File: src/rtl/if_stage_pkg.sv
// Shared pipeline definitions: NOP encoding, default reset PC
// and the fetch state encoding used by the IF stage.
package if_stage_pkg;

    localparam logic [31:0] NOP_INSTR_DEF = 32'h0000_0013;
    localparam logic [31:0] RESET_PC_DEF  = 32'h0000_0000;

    typedef enum logic [1:0] {
        S_REQ  = 2'd0,
        S_WAIT = 2'd1,
        S_HOLD = 2'd2
    } fetch_state_e;

endpackage

File: src/rtl/if_stage.sv
// Instruction fetch stage: owns the PC, fetches one word at a time
// and feeds the IF/ID register; honours decode stall and EX redirect.
module if_stage
    import if_stage_pkg::*;
#(
    parameter logic [31:0] RESET_PC  = RESET_PC_DEF,
    parameter logic [31:0] NOP_INSTR = NOP_INSTR_DEF
) (
    input  logic        clk,
    input  logic        rst,
    input  logic        stall,
    input  logic        redirect,
    input  logic [31:0] redirect_pc,
    output logic        imem_req,
    output logic [31:0] imem_addr,
    input  logic        imem_ready,
    input  logic        imem_rvalid,
    input  logic [31:0] imem_rdata,
    output logic [31:0] PC_out,
    output logic [31:0] instruction_out,
    output logic        valid_out
);

    fetch_state_e r_state;
    logic [31:0]  r_pc;
    logic [31:0]  r_fetch_pc;
    logic         r_kill;
    logic [31:0]  r_hold_pc;
    logic [31:0]  r_hold_instr;
    logic [31:0]  r_pc_out;
    logic [31:0]  r_instr;
    logic         r_valid;

    fetch_state_e w_state_n;
    logic [31:0]  w_pc_n;
    logic [31:0]  w_fetch_pc_n;
    logic         w_kill_n;
    logic [31:0]  w_hold_pc_n;
    logic [31:0]  w_hold_instr_n;
    logic [31:0]  w_pc_out_n;
    logic [31:0]  w_instr_n;
    logic         w_valid_n;
    logic         w_load;
    logic [31:0]  w_load_pc;
    logic [31:0]  w_load_instr;
    logic [31:0]  w_redir_pc;

    assign imem_req        = (r_state == S_REQ) && !rst;
    assign imem_addr       = {r_pc[31:2], 2'b00};
    assign PC_out          = r_pc_out;
    assign instruction_out = r_instr;
    assign valid_out       = r_valid;
    assign w_redir_pc      = redirect_pc & 32'hFFFF_FFFC;

    always_comb begin
        w_state_n      = r_state;
        w_pc_n         = r_pc;
        w_fetch_pc_n   = r_fetch_pc;
        w_kill_n       = r_kill;
        w_hold_pc_n    = r_hold_pc;
        w_hold_instr_n = r_hold_instr;
        w_pc_out_n     = r_pc_out;
        w_instr_n      = r_instr;
        w_valid_n      = r_valid;
        w_load         = 1'b0;
        w_load_pc      = r_fetch_pc;
        w_load_instr   = imem_rdata;

        case (r_state)
            S_REQ: begin
                if (imem_ready) begin
                    w_state_n = S_WAIT;
                    // A request accepted alongside a redirect is stale
                    if (redirect) begin
                        w_kill_n = 1'b1;
                    end else begin
                        w_fetch_pc_n = r_pc;
                        w_pc_n       = r_pc + 32'd4;
                    end
                end
            end
            S_WAIT: begin
                if (imem_rvalid) begin
                    w_state_n = S_REQ;
                    w_kill_n  = 1'b0;
                    if (!r_kill && !redirect) begin
                        if (!r_valid || !stall) begin
                            w_load = 1'b1;
                        end else begin
                            w_hold_pc_n    = r_fetch_pc;
                            w_hold_instr_n = imem_rdata;
                            w_state_n      = S_HOLD;
                        end
                    end
                end else if (redirect) begin
                    w_kill_n = 1'b1;
                end
            end
            S_HOLD: begin
                if (redirect) begin
                    w_state_n = S_REQ;
                end else if (!stall) begin
                    w_load       = 1'b1;
                    w_load_pc    = r_hold_pc;
                    w_load_instr = r_hold_instr;
                    w_state_n    = S_REQ;
                end
            end
            default: w_state_n = S_REQ;
        endcase

        if (w_load) begin
            w_pc_out_n = w_load_pc;
            w_instr_n  = w_load_instr;
            w_valid_n  = 1'b1;
        end else if (!stall) begin
            w_valid_n = 1'b0;
            w_instr_n = NOP_INSTR;
        end

        if (redirect) begin
            w_pc_n    = w_redir_pc;
            w_valid_n = 1'b0;
            w_instr_n = NOP_INSTR;
        end
    end

    always_ff @(posedge clk) begin
        if (rst) begin
            r_state      <= S_REQ;
            r_pc         <= RESET_PC;
            r_fetch_pc   <= 32'd0;
            r_kill       <= 1'b0;
            r_hold_pc    <= 32'd0;
            r_hold_instr <= 32'd0;
            r_pc_out     <= 32'd0;
            r_instr      <= NOP_INSTR;
            r_valid      <= 1'b0;
        end else begin
            r_state      <= w_state_n;
            r_pc         <= w_pc_n;
            r_fetch_pc   <= w_fetch_pc_n;
            r_kill       <= w_kill_n;
            r_hold_pc    <= w_hold_pc_n;
            r_hold_instr <= w_hold_instr_n;
            r_pc_out     <= w_pc_out_n;
            r_instr      <= w_instr_n;
            r_valid      <= w_valid_n;
        end
    end

endmodule

File: config.mk
export PLATFORM = sky130hd
export DESIGN_NAME = if_stage
export DESIGN_NICKNAME = d
export VERILOG_FILES = /design/src/rtl/if_stage_pkg.sv /design/src/rtl/if_stage.sv
export SDC_FILE = /design/constraint.sdc
export NUM_CORES = 1
export LEC_CHECK = 0
export BUFFER_PORTS_ARGS = -buffer_cell sky130_fd_sc_hd__buf_2
export CELL_PAD_IN_SITES_DETAIL_PLACEMENT = 1
export CELL_PAD_IN_SITES_GLOBAL_PLACEMENT = 2
export CORE_ASPECT_RATIO = 1.25
export CORE_UTILIZATION = 32
export CTS_CLUSTER_DIAMETER = 80
export CTS_CLUSTER_SIZE = 30
export DETAILED_ROUTE_END_ITERATION = 12
export HOLD_SLACK_MARGIN = 0.08
export PLACE_DENSITY_LB_ADDON = 0.1
export SYNTH_ARGS = -nofsm -noshare
export SYNTH_HDL_FRONTEND = slang
export SYNTH_SLANG_ARGS = --single-unit
export TNS_END_PERCENT = 30
File: constraint.sdc
create_clock -name clk -period 2.3 [get_ports clk]
set_input_delay 0.46 -clock clk [delete_from_list [all_inputs] [get_ports clk]]
set_output_delay 0.46 -clock clk [all_outputs]
set_load 0.05 [all_outputs]
Word level (Yosys, flattened, before mapping)
Cells that the tools add are included.
W data, S select, Z words.

storage, ports and cells
  output and inout port bits = 98
  bits in registers = 196

operators by class
  bitwise logic cells = 2
  equal/unequal tests = 6
  add/subtract/negate cells = 1
  multiplexer cells = 29
  reduce and logical (&&, ||, !) cells = 19

operator list
  operator                 count
  $mux W32                 10
  $add A32 B3 Y32 const B  1
  $mux W2                  6
  $mux W1                  10
  $pmux W2 S3              1
  $reduce_and A2 Y1        3
  $reduce_and A3 Y1        2
  $reduce_bool A2 Y1       3
  $logic_not A1 Y1         5
  $ne A2 B2 Y1 const B     2
  $pmux W1 S2              2
  $reduce_and A4 Y1        1
  $ne A3 B3 Y1 const B     1
  $eq A2 B1 Y1 const B     1
  $eq A2 B2 Y1 const B     1
  $logic_and A1 B1 Y1      2
  $logic_not A2 Y1         1
  $ne A2 B1 Y1 const B     1
  $not A1 Y1               2
  $reduce_or A2 Y1         1
  $logic_or A1 B1 Y1       1

Logic depth before layout (Yosys ltp)
  word-level depth = 7
  mapped depth = 9
  depth with buffers taken out = 6

Least setup slack after synthesis
Ideal clock, no wire load.

  path type = register to register
  start = register r_pc[2]
  end = register r_pc[28]
  setup time = 79 ps
  period minus slack after synthesis = 2190 ps
  slack = 110 ps
  path buffers = 0
  data arrival time = 2111 ps
  stages on the path, launching flop included = 6
  path through = dfxtp_1 ha_1 nand4_1 or4_4 or4_1 o211ai_1

between the ends
  cells in the longest elaborated chain, start to end = 4

ends and longest elaborated chain
  what                    RTL line         text
  start, declared         if_stage.sv:25   logic [31:0] r_pc;
  start signal, assigned  if_stage.sv:141  r_pc <= w_pc_n;
  $add A32 B3 Y32         if_stage.sv:78   w_pc_n = r_pc + 32'd4;
  $mux W32                if_stage.sv:71   if (imem_ready) begin
  $mux W32                if_stage.sv:69   case (r_state)
  $mux W32                if_stage.sv:121  if (redirect) begin

No other way between the ends. The select of a mux whose other input is x is not followed.
A chain may end at the register's enable or synchronous reset.

Worst setup path after layout
  start = register r_state[1]
  end = output port imem_req

between the ends
  cells in the longest elaborated chain, start to end = 2

ends and longest elaborated chain
  what                    RTL line         text
  start, declared         if_stage.sv:24   fetch_state_e r_state;
  start signal, assigned  if_stage.sv:140  r_state <= w_state_n;
  $logic_not A2 Y1        if_stage.sv:48   assign imem_req = (r_state == S_REQ) && !rst;
  $logic_and A1 B1 Y1     if_stage.sv:48
  end, declared           if_stage.sv:14   output logic imem_req,

No other way between the ends.

==> key figures <==
Cells and area
  • Most frequent cells in the layout: nand2_1 (265), dfxtp_1 (188), buf_2 (160), a21oi_1 (131), nor2_1 (59)
  • Most common cell after layout, fill and taps aside: nand2_1
  • Layout cells sized above 1: 24.4%
  • Final Cell Area: 10100 um2
  • Layout area overhead: 23.0%
  • Nets: 1237

Timing
  • Worst Max-Slew Pin Slew: 0.596 ns
  • Final Hold Violating Endpoints: 0
  • Crit path time final: 2.16 ns
  • Setup violations, final: 0
  • RSZ-0062 raised after global routing: no
  • Pins Over Slew Limit: 0
  • Worst Skew: 0.0102 ns
  • Max frequency: 462 MHz
  • Setup ws final: 0.137 ns
  • Setup TNS: 0 ns
  • Slew headroom: 60.2%
  • Ratio of final minimum period to clock period: 94.0%

Critical path
  • Worst EP required: 1.84 ns
  • Startpoint type of the worst setup path: flip-flop
  • Reg-to-Reg Start: r_pc[11]$_SDFFE_PP0P_
  • Crit path kind: flip-flop to primary output
  • Critical path capture point type: primary output
  • CP arrival: 1.70 ns
  • R2R cell count: 4
  • CP max FO: 5
  • Reg-to-reg slack, setup: approximately 0.27 ns
  • RR Endpoint: r_pc[19]$_SDFFE_PP0P_

CTS
  • Clock Latency Late Sink: 0.43 ns
  • Post-CTS Setup Inserts: 0
  • Root Driver: clkbuf_16
  • CTS tree: yes
  • CTS buffer count: 17
  • CTS sink count: 188
  • Clock transition at path regs: approximately 0.070 ns
  • # resized after CTS: 0
  • CTS Hold Bufs: 0
  • H-Tree Depth: 4
  • Clock Tree Buf Depth: 2

Placement
  • HPWL after DPL: 18000 um
  • IO Port Bufs: 161
  • Dpl ws: 0.291 ns
  • Placement-stage cell area: 9520 um2
  • GPL Wtd Cong: 0.764

Routing
  • Initial detailed-routing violation count: 287
  • DRT Pass-1 Iters: 4
  • Final wirelength: approximately 27000 um
  • DRC errors left: 0
  • DR WL/cell: 17.6 um
  • ANT nets after route: 0
  • Post-DR vias/cell: 5.08
  • Vias after detailed routing: 7671

Synthesis
  • Yosys warns: 0
  • Synth Instances: roughly 1000
  • Yosys reg bits: 188
  • Async SR Flop Fraction: 0%
  • Sequential area share after synthesis: 46.0%
  • Main flop type after synthesis: dfxtp_1
  • EDFF count, synth: 0
  • Synth Cell Area: 8180 um2
  • Syn Area/Cell: 8.03 um2
  • Netlist cell types: 59

Pwr
  • Worst vdd ir: ~0.55 mV
  • Total power: around 0.0070 W
  • Pwr Density: 698 nW/um2
  • Leak: 3.64 nW

Die
  • IO Pins: 168
  • # rows: 65
  • Core Region: 25200 um2
  • Starting Density: 32.4%
  • Die Width: about 150 um
  • Die area: around 26000 um2
  • Die Height: 181 um

Global routing
  • Global-route wire length before repair: around 43000 um
  • Total Routing Usage GR: 20.5%
  • Pin count of the biggest net entering global routing: 100
  • Initial antenna violation count: 4
  • GR Overflow Total: 0
  • Vias in the first global route: 7669

Flow run
  • Max Cap Viol: 0

Worst hold path
  • HP Start: imem_rdata[19]
  • Worst min-delay path category: primary input to flip-flop
  • Hold path endpoint: r_hold_instr[19]$_SDFFE_PP0P_
  • Hold depth: 3

Status
  • Status: finished, final reports clean
==> critical path, cell delays in order, from the launching register on <==
cell,delay (ns)
dfxtp_1,0.32
inv_1,0.09
ha_1,0.25
buf_4,0.16
inv_1,0.05
nor2_1,0.11
buf_2,0.28
==> final cells by class <==
class	count	area, um2
flip-flops and latches	188	3760
well taps	335	419
fillers	3124	15200
repair buffers	209	1270
clock buffers	20	447
multi-input cells	737	4030
inverters	10	37.5
diodes	1	2.50
clock inverters	10	93.8
==> state kept, by name, summed over array words and instances, names as in the netlist <==
register / flops
r_hold_pc: 30
r_fetch_pc: 30
PC_out: 30
instruction_out: 32
r_kill: 1
r_pc: 30
r_state: 2
r_hold_instr: 32
valid_out: 1
==> through the flow <==
step | hold WS, ns | std cells | utilization [%]
2_1_floorplan | 0.434 | 1022 | -
3_3_place_gp | 0.440 | 1479 | 37.7
3_5_place_dp | 0.448 | 1479 | 37.7
4_1_cts | 0.246 | 1509 | 39.9
5_1_grt | 0.253 | 1510 | 39.9
6_report | 0.269 | 1510 | 39.9
==> synth_stat cells, types with 3 or more instances <==
cell	instances	area share, %
nor2_1	61	2.8
clkbuf_1	61	2.8
or4_1	9	0.83
nand2_1	265	12
inv_1	10	0.46
nand3_1	40	2.4
ha_1	4	0.61
clkbuf_8	3	0.50
xor2_1	7	0.75
a211oi_1	12	1.1
nor2b_1	3	0.23
xnor2_1	5	0.54
o31ai_1	8	0.73
a311oi_1	40	4.3
nor3b_1	3	0.28
buf_1	5	0.23
and4_1	6	0.64
o221ai_1	3	0.32
a21oi_1	131	8.0
nor3_1	6	0.37
and3_1	9	0.69
mux2_2	33	4.5
nor4_1	4	0.31
buf_4	4	0.37
buf_2	12	0.73
o211ai_1	3	0.28
or3_1	4	0.31
nand4_1	11	0.84
o21ai_0	35	2.1
dfxtp_1	188	46
==> per-layer routing <==
metal | GRT usage [%] | vias to the layer above | share of wire [%]
li1 | - | 3823 | -
met2 | 35.8 | 115 | 49
met5 | 0 | - | 0.086
met4 | 6.68 | 4 | 1.7
met1 | 24.8 | 3701 | 45
met3 | 4.67 | 28 | 4.0
==> report_power, final <==
part           internal [W]  switching, W  total (W)
Clock               0.00151       0.00131    0.00282
Sequential          0.00333     0.0000825    0.00341
Combinational      0.000244      0.000541   0.000784
Total               0.00508       0.00194    0.00702
==> worst max path at each step <==
stage / slack (ns) / cells past startpoint / start / to
2_1_floorplan: 0.11 / 5 / r_pc[2]$_SDFFE_PP0P_ / r_pc[28]$_SDFFE_PP0P_
3_3_place_gp: 0.32 / 4 / r_pc[8]$_SDFFE_PP0P_ / r_pc[24]$_SDFFE_PP0P_
3_5_place_dp: 0.29 / 7 / stall / instruction_out[5]$_SDFFE_PP0P_
4_1_cts: 0.11 / 6 / r_state[1]$_SDFFE_PP0P_ / imem_req
5_1_grt: 0.03 / 6 / r_state[1]$_SDFFE_PP0P_ / imem_req
6_report: 0.14 / 6 / r_state[1]$_SDFFE_PP0P_ / imem_req
==> cell families after synthesis <==
kind of cell	synth area share [%]
AND/OR/NAND/NOR	24.3
adder cells (fa/ha/maj)	0.612
XOR/XNOR	1.28
flip-flops	46.0
buffers and inverters	5.29
other	0.0458
AO/OA/AOI/OAI	17.8
multiplexers	4.67
Power figures use the tool's default switching activity.
